===== src/rtl/hazard_stall_unit_pkg.sv =====
// Shared pipeline definitions for the hazard/stall control slice: FSM encoding,
// register-index width and the packed stage-control bundle.
package hazard_stall_unit_pkg;

  localparam int REG_W = 5;
  localparam logic [REG_W-1:0] REG_X0 = '0;

  typedef enum logic [1:0] {
    ST_RUN      = 2'd0,
    ST_MEM_WAIT = 2'd1,
    ST_FAULT    = 2'd2
  } state_t;

  // Bit order is what the bench and debug views assume, MSB first.
  typedef struct packed {
    logic pc_write;
    logic if_id_write;
    logic if_id_flush;
    logic id_ex_write;
    logic id_ex_flush;
    logic ex_mem_write;
    logic mem_wb_bubble;
  } ctrl_t;

  localparam ctrl_t CTRL_NORMAL = '{1'b1, 1'b1, 1'b0, 1'b1, 1'b0, 1'b1, 1'b0};
  localparam ctrl_t CTRL_RESET  = '{1'b0, 1'b0, 1'b1, 1'b0, 1'b1, 1'b0, 1'b1};
  localparam ctrl_t CTRL_FREEZE = '{1'b0, 1'b0, 1'b0, 1'b0, 1'b0, 1'b0, 1'b1};

endpackage


===== src/rtl/hazard_stall_unit_hazard_detect_comb.sv =====
// Pure combinational hazard terms: load-use dependency and data-memory stall.
// Shared with the forwarding path, so it carries no state.
module hazard_detect_comb
  import hazard_stall_unit_pkg::*;
(
  input  logic [REG_W-1:0] id_rs1,
  input  logic [REG_W-1:0] id_rs2,
  input  logic             id_uses_rs1,
  input  logic             id_uses_rs2,
  input  logic [REG_W-1:0] id_ex_rd,
  input  logic             id_ex_mem_read,
  input  logic             ex_mem_mem_req,
  input  logic             dmem_ready,
  output logic             load_use,
  output logic             mem_stall
);

  logic rs1_hit;
  logic rs2_hit;

  // x0 is never a real destination, so a load "to x0" cannot create a hazard.
  assign rs1_hit   = id_uses_rs1 && (id_rs1 == id_ex_rd);
  assign rs2_hit   = id_uses_rs2 && (id_rs2 == id_ex_rd);
  assign load_use  = id_ex_mem_read && (id_ex_rd != REG_X0) && (rs1_hit || rs2_hit);
  assign mem_stall = ex_mem_mem_req && !dmem_ready;

endmodule


===== src/rtl/hazard_stall_unit.sv =====
// Pipeline stall/flush controller: load-use bubbles, branch squashes and dmem
// wait states with a timeout FAULT. Optional counters under HAZARD_STATS_EN.
module hazard_stall_unit
  import hazard_stall_unit_pkg::*;
#(
  parameter int MAX_WAIT = 16,
  parameter int WAIT_W   = 5
) (
  input  logic              clk,
  input  logic              rst,
  input  logic [REG_W-1:0]  id_rs1,
  input  logic [REG_W-1:0]  id_rs2,
  input  logic              id_uses_rs1,
  input  logic              id_uses_rs2,
  input  logic [REG_W-1:0]  id_ex_rd,
  input  logic              id_ex_mem_read,
  input  logic              ex_branch_taken,
  input  logic              ex_mem_mem_req,
  input  logic              dmem_ready,
  output logic              pc_write,
  output logic              if_id_write,
  output logic              if_id_flush,
  output logic              id_ex_write,
  output logic              id_ex_flush,
  output logic              ex_mem_write,
  output logic              mem_wb_bubble,
  output logic              mem_timeout,
  output logic [1:0]        dbg_state,
  output logic [WAIT_W-1:0] dbg_wait_cnt
`ifdef HAZARD_STATS_EN
  ,
  output logic [31:0]       stall_cycles,
  output logic [31:0]       flush_count,
  output logic              fault_seen
`endif
);

  localparam logic [WAIT_W-1:0] MAX_CNT = WAIT_W'(MAX_WAIT);

  state_t            state;
  logic [WAIT_W-1:0] wait_cnt;
  logic              load_use;
  logic              mem_stall;
  logic              timeout_hit;
  ctrl_t             ctrl;

  hazard_detect_comb u_detect (
    .id_rs1         (id_rs1),
    .id_rs2         (id_rs2),
    .id_uses_rs1    (id_uses_rs1),
    .id_uses_rs2    (id_uses_rs2),
    .id_ex_rd       (id_ex_rd),
    .id_ex_mem_read (id_ex_mem_read),
    .ex_mem_mem_req (ex_mem_mem_req),
    .dmem_ready     (dmem_ready),
    .load_use       (load_use),
    .mem_stall      (mem_stall)
  );

  assign timeout_hit = (state == ST_MEM_WAIT) && mem_stall && (wait_cnt == MAX_CNT);

  always_ff @(posedge clk) begin
    if (rst) begin
      state       <= ST_RUN;
      wait_cnt    <= '0;
      mem_timeout <= 1'b0;
    end else begin
      case (state)
        ST_RUN: begin
          if (mem_stall) begin
            state    <= ST_MEM_WAIT;
            wait_cnt <= WAIT_W'(1);
          end
        end
        ST_MEM_WAIT: begin
          if (!mem_stall) begin
            state    <= ST_RUN;
            wait_cnt <= '0;
          end else if (timeout_hit) begin
            state       <= ST_FAULT;
            mem_timeout <= 1'b1;
          end else if (wait_cnt != '1) begin
            wait_cnt <= wait_cnt + WAIT_W'(1);
          end
        end
        ST_FAULT: ;
        default: begin
          state    <= ST_RUN;
          wait_cnt <= '0;
        end
      endcase
    end
  end

  // Zero-latency enables; EX freeze outranks redirect, which outranks load-use
  // because a squashed ID instruction cannot hazard.
  always_comb begin
    ctrl = CTRL_NORMAL;
    if (rst) begin
      ctrl = CTRL_RESET;
    end else if (state == ST_FAULT) begin
      ctrl = CTRL_FREEZE;
    end else if (mem_stall) begin
      ctrl = CTRL_FREEZE;
    end else if (ex_branch_taken) begin
      ctrl.if_id_flush = 1'b1;
      ctrl.id_ex_flush = 1'b1;
    end else if (load_use) begin
      ctrl.pc_write    = 1'b0;
      ctrl.if_id_write = 1'b0;
      ctrl.id_ex_flush = 1'b1;
    end
  end

  assign pc_write      = ctrl.pc_write;
  assign if_id_write   = ctrl.if_id_write;
  assign if_id_flush   = ctrl.if_id_flush;
  assign id_ex_write   = ctrl.id_ex_write;
  assign id_ex_flush   = ctrl.id_ex_flush;
  assign ex_mem_write  = ctrl.ex_mem_write;
  assign mem_wb_bubble = ctrl.mem_wb_bubble;
  assign dbg_state     = state;
  assign dbg_wait_cnt  = wait_cnt;

`ifdef HAZARD_STATS_EN
  always_ff @(posedge clk) begin
    if (rst) begin
      stall_cycles <= '0;
      flush_count  <= '0;
      fault_seen   <= 1'b0;
    end else if (state != ST_FAULT) begin
      if (load_use || mem_stall) stall_cycles <= stall_cycles + 32'd1;
      if (ex_branch_taken && !mem_stall) flush_count <= flush_count + 32'd1;
      if (timeout_hit) fault_seen <= 1'b1;
    end
  end
`endif

endmodule


===== config.mk =====
export PLATFORM = sky130hd
export DESIGN_NAME = hazard_stall_unit
export DESIGN_NICKNAME = d
export VERILOG_FILES = /design/src/rtl/hazard_stall_unit_pkg.sv /design/src/rtl/hazard_stall_unit_hazard_detect_comb.sv /design/src/rtl/hazard_stall_unit.sv
export SDC_FILE = /design/constraint.sdc
export NUM_CORES = 1
export LEC_CHECK = 0
export BUFFER_PORTS_ARGS = -buffer_cell sky130_fd_sc_hd__buf_4
export CAP_MARGIN = 20
export CORE_UTILIZATION = 38
export CTS_CLUSTER_DIAMETER = 50
export DETAILED_ROUTE_END_ITERATION = 12
export GPL_TIMING_DRIVEN = 0
export PLACE_DENSITY = 0.79
export SLEW_MARGIN = 10
export SYNTH_ARGS = -nofsm -noshare
export SYNTH_HDL_FRONTEND = slang
export SYNTH_SLANG_ARGS = --single-unit

===== constraint.sdc =====
create_clock -name clk -period 1.7 [get_ports clk]
set_clock_uncertainty 0.1 [all_clocks]
set_input_delay 0.34 -clock clk [delete_from_list [all_inputs] [get_ports clk]]
set_output_delay 0.34 -clock clk [all_outputs]
set_load 0.02 [all_outputs]

# Word-level counts from Yosys, hierarchy flattened
# Cells that the tools add are included.
classes:
  add_sub_neg: 1
  n_reduce_logical: 14
  muxes: 20
  bitwise: 1
  eq_ne: 10
op_table:
  columns: ["op", "n"]
  rows:
  - ["$mux W5", 4]
  - ["$pmux W5 S3", 1]
  - ["$mux W7", 2]
  - ["$mux W2", 6]
  - ["$eq A5 B5 Y1", 2]
  - ["$logic_and A1 B1 Y1", 7]
  - ["$ne A3 B3 Y1 const B", 2]
  - ["$pmux W2 S3", 1]
  - ["$reduce_and A3 Y1", 2]
  - ["$add A5 B1 Y5 const B", 1]
  - ["$eq A5 B5 Y1 const B", 1]
  - ["$mux W1", 5]
  - ["$ne A5 B5 Y1 const B", 1]
  - ["$reduce_bool A5 Y1", 1]
  - ["$reduce_and A4 Y1", 1]
  - ["$mux W3", 1]
  - ["$ne A3 B2 Y1 const B", 1]
  - ["$eq A2 B1 Y1 const B", 1]
  - ["$eq A2 B2 Y1 const B", 1]
  - ["$logic_not A2 Y1", 1]
  - ["$ne A2 B2 Y1 const B", 1]
  - ["$logic_not A1 Y1", 1]
  - ["$logic_or A1 B1 Y1", 1]
  - ["$not A1 Y1", 1]
totals:
  word_cells: 49
  output_inout_bits: 15
  register_bits: 8
  input_bits: 23

# Logic depth before layout (Yosys ltp)
# Gate-level depths: netlist of run 1.
depth:
  word_depth: 9
  ltp_mapped: 7
  depth_no_buf: 7

# Hierarchy
# Synthesis of run 1 repeated with hierarchy kept, for this count alone.
unflattened:
  hier_cells: 80
  area_unflattened_um2: 665.6
by_module_without_submodules:
  columns: ["module", "area_per_inst_um2", "cells_each", "n_inst"]
  rows:
  - ["hazard_stall_unit", 525.5, 62, 1]
  - ["hazard_detect_comb", 140.1, 18, 1]

# Least setup slack after synthesis of run 1
# OpenSTA, ideal clock, no wires.
synth_timing:
  path_kind: "input-to-output"
  from: "input port id_ex_rd[0]"
  to: "output port pc_write"
  path_slack_ns: -0.264
  path_buffers: 1
  cell_stages: 4
  arrival_time_ns: 1.524
  cell_sequence: "or4_1 o21ai_0 o311a_1 buf_4"
synth_via:
  elab_chain_cells: 9
  word_cells_on_any_way: 13
  cone_classes: "eq/ne (2); mux (5); reduce/logical (6)"
synth_lines:
  columns: ["item", "line", "source"]
  rows:
  - ["from (decl)", "hazard_stall_unit.sv:15", "input logic [REG_W-1:0] id_ex_rd,"]
  - ["$eq A5 B5 Y1 (on tied branches)", "hazard_stall_unit_hazard_detect_comb.sv:22, hazard_stall_unit_hazard_detect_comb.sv:23", null]
  - ["$logic_and A1 B1 Y1 (on tied branches)", "hazard_stall_unit_hazard_detect_comb.sv:22, hazard_stall_unit_hazard_detect_comb.sv:23", null]
  - ["$logic_or A1 B1 Y1", "hazard_stall_unit_hazard_detect_comb.sv:24", "assign load_use = id_ex_mem_read && (id_ex_rd != REG_X0) && (rs1_hit || rs2_hit);"]
  - ["$logic_and A1 B1 Y1 *", "hazard_stall_unit_hazard_detect_comb.sv:24", null]
  - ["$mux W2 *", "hazard_stall_unit.sv:108", "end else if (load_use) begin"]
  - ["$mux W2 *", "hazard_stall_unit.sv:105", "end else if (ex_branch_taken) begin"]
  - ["$mux W3 *", "hazard_stall_unit.sv:103", "end else if (mem_stall) begin"]
  - ["$mux W7 *", "hazard_stall_unit.sv:101", "end else if (state == ST_FAULT) begin"]
  - ["$mux W7 *", "hazard_stall_unit.sv:99", "if (rst) begin"]
  - ["to (decl)", "hazard_stall_unit.sv:20", "output logic pc_write,"]
# Mark *: on every way between the ends. The rest lies on a longest branch, timed or not.

# Final worst setup path of run 1
layout_timing:
  from: "input port id_ex_rd[3]"
  to: "output port pc_write"
# Same word-level chain as after synthesis.

==> run_summary.xml, run 1 <==
<?xml version="1.0" encoding="UTF-8"?>
<metrics>
  <group name="run_status">
    <metric name="run_status" unit="">finished with violations</metric>
    <metric name="violations" unit="">DRC, setup timing</metric>
  </group>
  <group name="route">
    <metric name="vias_per_cell" unit="">5.483</metric>
    <metric name="detailedRoute.firstPassIterationCount" unit="">8</metric>
    <metric name="antenna_violating_nets_post_route" unit="">0</metric>
    <metric name="remaining_drc_errors" unit="">2</metric>
    <metric name="wl_per_cell" unit="µm">14.80</metric>
    <metric name="totalWireLength" unit="µm">2175</metric>
    <metric name="route.vias.total" unit="">806</metric>
    <metric name="drt_iter0_drc" unit="">16</metric>
  </group>
  <group name="timing">
    <metric name="relSlewSlack" unit="%">72.65</metric>
    <metric name="number_of_hold_violations_in_the_final_report" unit="">0</metric>
    <metric name="setup_repair_after_global_routing_missed_its_margin" unit="">yes</metric>
    <metric name="fmax" unit="MHz">479.9</metric>
    <metric name="final.min_clock_period" unit="ns">2.084</metric>
    <metric name="fin_crit_sh" unit="%">122.6</metric>
    <metric name="final-max-slew-violation-count" unit="">0</metric>
    <metric name="final_count_of_negative_setup_slack_endpoints" unit="">5</metric>
    <metric name="worst-slew-pin-transition" unit="ns">0.4060</metric>
    <metric name="hold_ws" unit="ns">0.2834</metric>
    <metric name="finalSetupTns" unit="ns">-1.087</metric>
    <metric name="post-route-worst-setup-slack" unit="ns">-0.3839</metric>
  </group>
  <group name="global_route">
    <metric name="grt_pass1_vias" unit="">836</metric>
    <metric name="grt_first_pass_wirelength" unit="µm">3429</metric>
    <metric name="antenna_found_initial" unit="">0</metric>
    <metric name="grt_start_max_net_pins" unit="">10</metric>
    <metric name="grt_usage" unit="%">24.13</metric>
    <metric name="grt_overflow" unit="">0</metric>
  </group>
  <group name="floorplanning">
    <metric name="dieArea" unit="µm²">1885</metric>
    <metric name="die_width" unit="µm">43.42</metric>
    <metric name="die_h" unit="µm">43.42</metric>
    <metric name="initial_utilization" unit="%">41.81</metric>
    <metric name="placement_rows" unit="">14</metric>
    <metric name="design.core.area" unit="µm²">1559</metric>
    <metric name="io-pin-count" unit="">38</metric>
  </group>
  <group name="yosys">
    <metric name="ys_async_sr_fraction" unit="%">0</metric>
    <metric name="yosysWarnings" unit="">0</metric>
    <metric name="ys_top_cells_by_count" unit="">dfxtp_1, xor2_1, a21oi_1, inv_1, nand2_1</metric>
    <metric name="synth_top_area_cell" unit="">dfxtp_1</metric>
    <metric name="synth_fp_nets" unit="">107</metric>
    <metric name="mappedNetlistArea" unit="µm²">651.9</metric>
    <metric name="yosys_register_bits" unit="">8</metric>
    <metric name="ys_seq_area_share" unit="%">24.57</metric>
    <metric name="synth_top_flop_cell" unit="">dfxtp_1</metric>
    <metric name="avgSynthCellArea" unit="µm²">8.048</metric>
    <metric name="synth.lib_cells_used.distinct" unit="">33</metric>
    <metric name="post_synth_main_area_contributors" unit="">dfxtp_1, xor2_1, ha_1, a21oi_1, o21ai_0</metric>
    <metric name="postSynthCellCount" unit="">81</metric>
    <metric name="synth_edf_count" unit="">0</metric>
    <metric name="netlist.area_leader.share" unit="%">24.57</metric>
  </group>
  <group name="job">
    <metric name="max_cap_viol_count" unit="">0</metric>
  </group>
  <group name="setup_path">
    <metric name="startpoint" unit="">id_ex_rd[3]</metric>
    <metric name="r2r_end" unit="">dbg_wait_cnt[2]$_SDFFE_PP0P_</metric>
    <metric name="worstPathArrival" unit="ns">1.64</metric>
    <metric name="launching_point_of_the_worst_reg2reg_path" unit="">dbg_wait_cnt[0]$_SDFFE_PP0P_</metric>
    <metric name="crit_type" unit="">in -&gt; out</metric>
    <metric name="worst_setup_path_end_kind" unit="">primary output</metric>
    <metric name="timing.critical_path.from_type" unit="">primary input</metric>
    <metric name="crit_fanout" unit="">3</metric>
    <metric name="rr_worst_depth" unit="">6</metric>
    <metric name="last_element_of_the_critical_path" unit="">pc_write</metric>
    <metric name="cp.required" unit="ns">1.26</metric>
    <metric name="slack_of_the_worst_reg_to_reg_path" unit="ns">-0.08</metric>
  </group>
  <group name="finish">
    <metric name="layout-drive-gt1-share" unit="%">62.60</metric>
    <metric name="fill_cells" unit="">105</metric>
    <metric name="synthToLayoutAreaGrowth" unit="%">86.18</metric>
    <metric name="nets" unit="">158</metric>
    <metric name="num_antenna_cells" unit="">0</metric>
  </group>
  <group name="worst_hold_path">
    <metric name="hold_path_startpoint" unit="">rst</metric>
    <metric name="holdCritPathClass" unit="">in -&gt; reg</metric>
  </group>
  <group name="power">
    <metric name="leakage" unit="nW">0.5154</metric>
    <metric name="ir_worst_vdd" unit="mV">0.3838</metric>
    <metric name="power.total" unit="mW">0.5620</metric>
    <metric name="power.density" unit="nW/µm²">463.0</metric>
  </group>
  <group name="clock_tree">
    <metric name="clk_path_buf_depth" unit="">2</metric>
    <metric name="cts_root_buffer" unit="">clkbuf_4</metric>
    <metric name="tritoncts" unit="">yes</metric>
    <metric name="cts-htree-levels" unit="">1</metric>
    <metric name="ctsHoldBuffers" unit="">0</metric>
    <metric name="path_clk_slew" unit="ns">0.07</metric>
    <metric name="clock_sinks" unit="">8</metric>
    <metric name="cts_inserted_buffers" unit="">3</metric>
    <metric name="worst_skew_pair.late_latency" unit="ns">0.28</metric>
  </group>
  <group name="place">
    <metric name="pre_cts_slack" unit="ns">-0.5224</metric>
    <metric name="place.port_buffers" unit="">36</metric>
    <metric name="routabilityCongestion" unit="">0.7497</metric>
    <metric name="post-dp-hpwl" unit="µm">1381</metric>
  </group>
</metrics>
[cells in the final DEF, fill, tap and decap left out, types with 3 or more instances in the layout]
| master | instances |
|---|---|
| xor2_1 | 6 |
| a21oi_1 | 5 |
| dfxtp_4 | 3 |
| nand2_1 | 5 |
| clkbuf_4 | 3 |
| inv_2 | 4 |
| buf_6 | 10 |
| buf_4 | 39 |
| dfxtp_1 | 4 |
[through the flow]
| step | instances | area (µm²) | utilization [%] |
|---|---|---|---|
| floorplan | 81 | 683.2 | - |
| CTS | 146 | 1155 | 74.08 |
| global route | 147 | 1214 | 77.85 |
| detailed placement | 133 | 973.4 | 62.44 |
| finish | 147 | 1214 | 77.85 |
| global placement | 133 | 973.4 | 62.44 |
[how the worst min path moves through the flow]
stage | depth (start not counted) | slack (ns) | endpoint
after floorplan | 2 | 0.43 | dbg_wait_cnt[1]$_SDFFE_PP0P_
after global placement | 2 | 0.37 | mem_timeout$_SDFFE_PP0N_
after detailed placement | 2 | 0.37 | mem_timeout$_SDFFE_PP0N_
after CTS | 4 | 0.31 | dbg_wait_cnt[0]$_SDFFE_PP0P_
after global routing | 2 | 0.30 | dbg_wait_cnt[3]$_SDFFE_PP0P_
final | 2 | 0.28 | dbg_wait_cnt[0]$_SDFFE_PP0P_
[state kept, by name, summed over array words and instances, names as in the netlist]
name          flops
dbg_wait_cnt      5
dbg_state         2
mem_timeout       1
[area by class of cell]
type | count | area [µm²] | area share, %
Multi-Input combinational cell | 63 | 561.8 | 46.29
Timing Repair Buffer | 47 | 382.9 | 31.55
Sequential cell | 8 | 172.7 | 14.23
Buffer | 3 | 27.53 | 2.268
Clock buffer | 4 | 26.28 | 2.165
Inverter | 6 | 22.52 | 1.856
Tap cell | 16 | 20.02 | 1.649
[logic make-up after synthesis]
logic type                 after synthesis  synth area share (%)
adders and majority gates                3                 5.759
xor gates and xnor gates                10                 13.44
AOI/OAI and AO/OA                       20                 19.00
DFF                                      8                 24.57
buffers and inverters                   10                 8.060
and+or+nand+nor                         30                 29.17
[layer usage]
layer  vias to the layer above  GRT usage (%)  share of wire [%]
met4                         0          6.875               0.55
met2                        29          43.33                 56
met3                         2          7.500                4.8
li1                        388              -                  -
met5                         -              0                  0
met1                       387          27.37                 39
[critical path, cell delays in order]
cell     delay [ns]
buf_4          0.13
xor2_1         0.15
nor4_1         0.32
a32oi_1        0.12
o311a_1        0.34
buf_6          0.13
buf_6          0.12
[repair_timing]
item,in CTS,in global routing
pin swaps,8,4
resized for setup,18,21
buffers inserted,9,2
setup endpoints to repair,8,12
[report_power, final]
part | total, mW | switching (mW) | internal (mW) | leakage [nW]
combinational | 0.193 | 0.0886 | 0.104 | 0.433
clock | 0.175 | 0.0844 | 0.0908 | 0.0150
sequential | 0.194 | 0.00559 | 0.189 | 0.0675
total | 0.562 | 0.179 | 0.383 | 0.515
(Power assumes the default switching activity.)
==> inputs of run 2 (changes only) <==
Settings changed: CORE_UTILIZATION 38 to 42, PLACE_DENSITY 0.79 to 0.82.
Clock period 1.7 ns to 2.14 ns, I/O delays scaled along.
==> run 2 against run 1 <==
The flow finishes with violations (setup timing). Power is 28% lower. Clock power is 31% lower. Largest cell class unchanged. Via count is 6.5% lower. Die area is 9.1% lower.
==> run_summary.xml, run 2 (synthesis gave the netlist of run 1 again) <==
<?xml version="1.0" encoding="UTF-8"?>
<metrics>
  <group name="clock_tree">
    <metric name="ctsHoldBuffers" unit="">0</metric>
    <metric name="worst_skew_pair.late_latency" unit="ns">0.26</metric>
    <metric name="tritoncts" unit="">yes</metric>
    <metric name="clk_path_buf_depth" unit="">2</metric>
    <metric name="cts_root_buffer" unit="">clkbuf_4</metric>
    <metric name="clock_sinks" unit="">8</metric>
    <metric name="path_clk_slew" unit="ns">0.05</metric>
    <metric name="cts-htree-levels" unit="">1</metric>
    <metric name="cts_inserted_buffers" unit="">3</metric>
  </group>
  <group name="global_route">
    <metric name="met1_resource_use_gr" unit="%">26.52</metric>
    <metric name="globalRouteMet3Util" unit="%">10.11</metric>
    <metric name="grt_first_pass_wirelength" unit="µm">2594</metric>
    <metric name="antenna_found_initial" unit="">0</metric>
    <metric name="grt_pass1_vias" unit="">626</metric>
    <metric name="grt_usage" unit="%">23.76</metric>
    <metric name="grtUsageMet2" unit="%">41.80</metric>
    <metric name="grt_overflow" unit="">0</metric>
    <metric name="grt_start_max_net_pins" unit="">10</metric>
    <metric name="global_route.peak_usage_layer" unit="">met2</metric>
  </group>
  <group name="power">
    <metric name="ir_worst_vdd" unit="mV">0.3928</metric>
    <metric name="leakage" unit="nW">0.4584</metric>
    <metric name="power.total" unit="mW">0.4048</metric>
    <metric name="power.density" unit="nW/µm²">397.5</metric>
  </group>
  <group name="place">
    <metric name="pre_cts_slack" unit="ns">-0.2395</metric>
    <metric name="post-dp-hpwl" unit="µm">1446</metric>
    <metric name="dp_cells" unit="">132</metric>
    <metric name="place.port_buffers" unit="">36</metric>
    <metric name="routabilityCongestion" unit="">0.7584</metric>
  </group>
  <group name="timing">
    <metric name="setup_repair_after_global_routing_missed_its_margin" unit="">yes</metric>
    <metric name="hold_ws" unit="ns">0.3808</metric>
    <metric name="fin_crit_sh" unit="%">108.7</metric>
    <metric name="number_of_hold_violations_in_the_final_report" unit="">0</metric>
    <metric name="post-route-worst-setup-slack" unit="ns">-0.1860</metric>
    <metric name="final.min_clock_period" unit="ns">2.326</metric>
    <metric name="worst-slew-pin-transition" unit="ns">0.4306</metric>
    <metric name="fmax" unit="MHz">429.9</metric>
    <metric name="final-max-slew-violation-count" unit="">0</metric>
    <metric name="relSlewSlack" unit="%">71.30</metric>
    <metric name="finalSetupTns" unit="ns">-0.3598</metric>
    <metric name="final_count_of_negative_setup_slack_endpoints" unit="">3</metric>
  </group>
  <group name="route">
    <metric name="vias_per_cell" unit="">5.544</metric>
    <metric name="totalWireLength" unit="µm">1888</metric>
    <metric name="detailedRoute.firstPassIterationCount" unit="">4</metric>
    <metric name="antenna_violating_nets_post_route" unit="">0</metric>
    <metric name="remaining_drc_errors" unit="">0</metric>
    <metric name="route.vias.total" unit="">754</metric>
    <metric name="wl_per_cell" unit="µm">13.88</metric>
    <metric name="drt_iter0_drc" unit="">17</metric>
  </group>
  <group name="finish">
    <metric name="largest_register_ffs" unit="">5</metric>
    <metric name="synthToLayoutAreaGrowth" unit="%">56.24</metric>
    <metric name="num_antenna_cells" unit="">0</metric>
    <metric name="final_cells" unit="">136</metric>
    <metric name="layout-drive-gt1-share" unit="%">40.50</metric>
    <metric name="nets" unit="">149</metric>
    <metric name="most-common-layout-cells" unit="">buf_4, buf_6, xor2_1, dfxtp_1</metric>
    <metric name="fill_cells" unit="">115</metric>
    <metric name="layout_commonest_cell" unit="">buf_4</metric>
    <metric name="regArea" unit="µm²">160.2</metric>
    <metric name="multi_input_area" unit="µm²">456.7</metric>
  </group>
  <group name="floorplanning">
    <metric name="die_width" unit="µm">41.40</metric>
    <metric name="die_h" unit="µm">41.40</metric>
    <metric name="design.core.area" unit="µm²">1366</metric>
    <metric name="placement_rows" unit="">13</metric>
    <metric name="dieArea" unit="µm²">1714</metric>
    <metric name="initial_utilization" unit="%">47.71</metric>
    <metric name="io-pin-count" unit="">38</metric>
  </group>
  <group name="run_status">
    <metric name="violations" unit="">setup timing</metric>
    <metric name="run_status" unit="">finished with violations</metric>
  </group>
  <group name="setup_path">
    <metric name="cp_top_family" unit="">compound AO/OA/AOI/OAI gates</metric>
    <metric name="worst_setup_path_end_kind" unit="">primary output</metric>
    <metric name="worstPathCellList" unit="">buf_4 -&gt; xor2_1 -&gt; nor4_1 -&gt; a32oi_1 -&gt; o311a_1 -&gt; buf_4 -&gt; buf_6</metric>
    <metric name="timing.critical_path.from_type" unit="">primary input</metric>
    <metric name="crit_type" unit="">in -&gt; out</metric>
    <metric name="worst-path-stages" unit="">7</metric>
    <metric name="critical-path-slowest-cell" unit="">o311a_1</metric>
    <metric name="worstPathArrival" unit="ns">1.80</metric>
    <metric name="crit_fanout" unit="">2</metric>
    <metric name="startpoint" unit="">id_rs2[3]</metric>
    <metric name="top_cell_by_count_worst_path" unit="">buf_4</metric>
    <metric name="crit_path_max_cell_delay" unit="ns">0.38</metric>
    <metric name="launching_point_of_the_worst_reg2reg_path" unit="">dbg_wait_cnt[0]$_SDFFE_PP0P_</metric>
    <metric name="rr_worst_depth" unit="">6</metric>
    <metric name="critPathBufInv" unit="">3</metric>
    <metric name="cp.required" unit="ns">1.61</metric>
  </group>
  <group name="worst_hold_path">
    <metric name="hold_path_startpoint" unit="">mem_timeout$_SDFFE_PP0N_</metric>
    <metric name="timing.hold.worst_path_depth" unit="">2</metric>
    <metric name="holdCritPathClass" unit="">reg -&gt; reg</metric>
  </group>
  <group name="job">
    <metric name="max_cap_viol_count" unit="">0</metric>
  </group>
</metrics>
-- run 2: what timing repair did --
item                                    in CTS  in global routing
endpoints found under the setup margin       3                  3
setup buffers                                1                  1
pin swaps                                    7                  5
resized for setup                            9                  3
-- run 2: path summary, 6_finish.rpt --
| path | to | slack [ns] |
|---|---|---|
| worst max-delay path | pc_write | -0.19 |
| worst min-delay path | mem_timeout$_SDFFE_PP0N_ | 0.38 |
| worst max register to register | dbg_wait_cnt[2]$_SDFFE_PP0P_ | 0.16 |
| worst min register to register | mem_timeout$_SDFFE_PP0N_ | 0.38 |
-- run 2: final cells by class --
type,count,share of cell area [%]
Tap cell,15,1.843
Timing Repair Buffer,37,30.22
Multi-Input combinational cell,63,44.84
Inverter,6,2.211
Buffer,4,2.948
Clock buffer,3,2.211
Sequential cell,8,15.72
-- run 2: routing by layer --
layer	up-vias	wire length, µm
li1	369	-
met1	355	758
met2	24	1006
met3	6	80
met4	0	42
met5	-	0
-- run 2: power by group --
group | total (mW) | leakage [nW] | internal, mW | switching (mW)
clock network | 0.120 | 0.0138 | 0.0645 | 0.0558
logic | 0.128 | 0.380 | 0.0695 | 0.0584
registers | 0.157 | 0.0648 | 0.152 | 0.00499
total | 0.405 | 0.458 | 0.286 | 0.119
-- run 2: worst register-to-register path: cells and delay by family, from the launching register on --
family	cells	cell delay [ns]
flops	1	0.37
compound gates	1	0.14
simple gates	3	0.81
fa+ha+maj	2	0.49
-- run 2: per-stage QoR --
stage,cell area (µm²),utilization [%]
after floorplan,651.9,-
after global placement,940.9,68.86
after detailed placement,940.9,68.86
after CTS,1007,73.72
after global routing,1018,74.54
final,1018,74.54
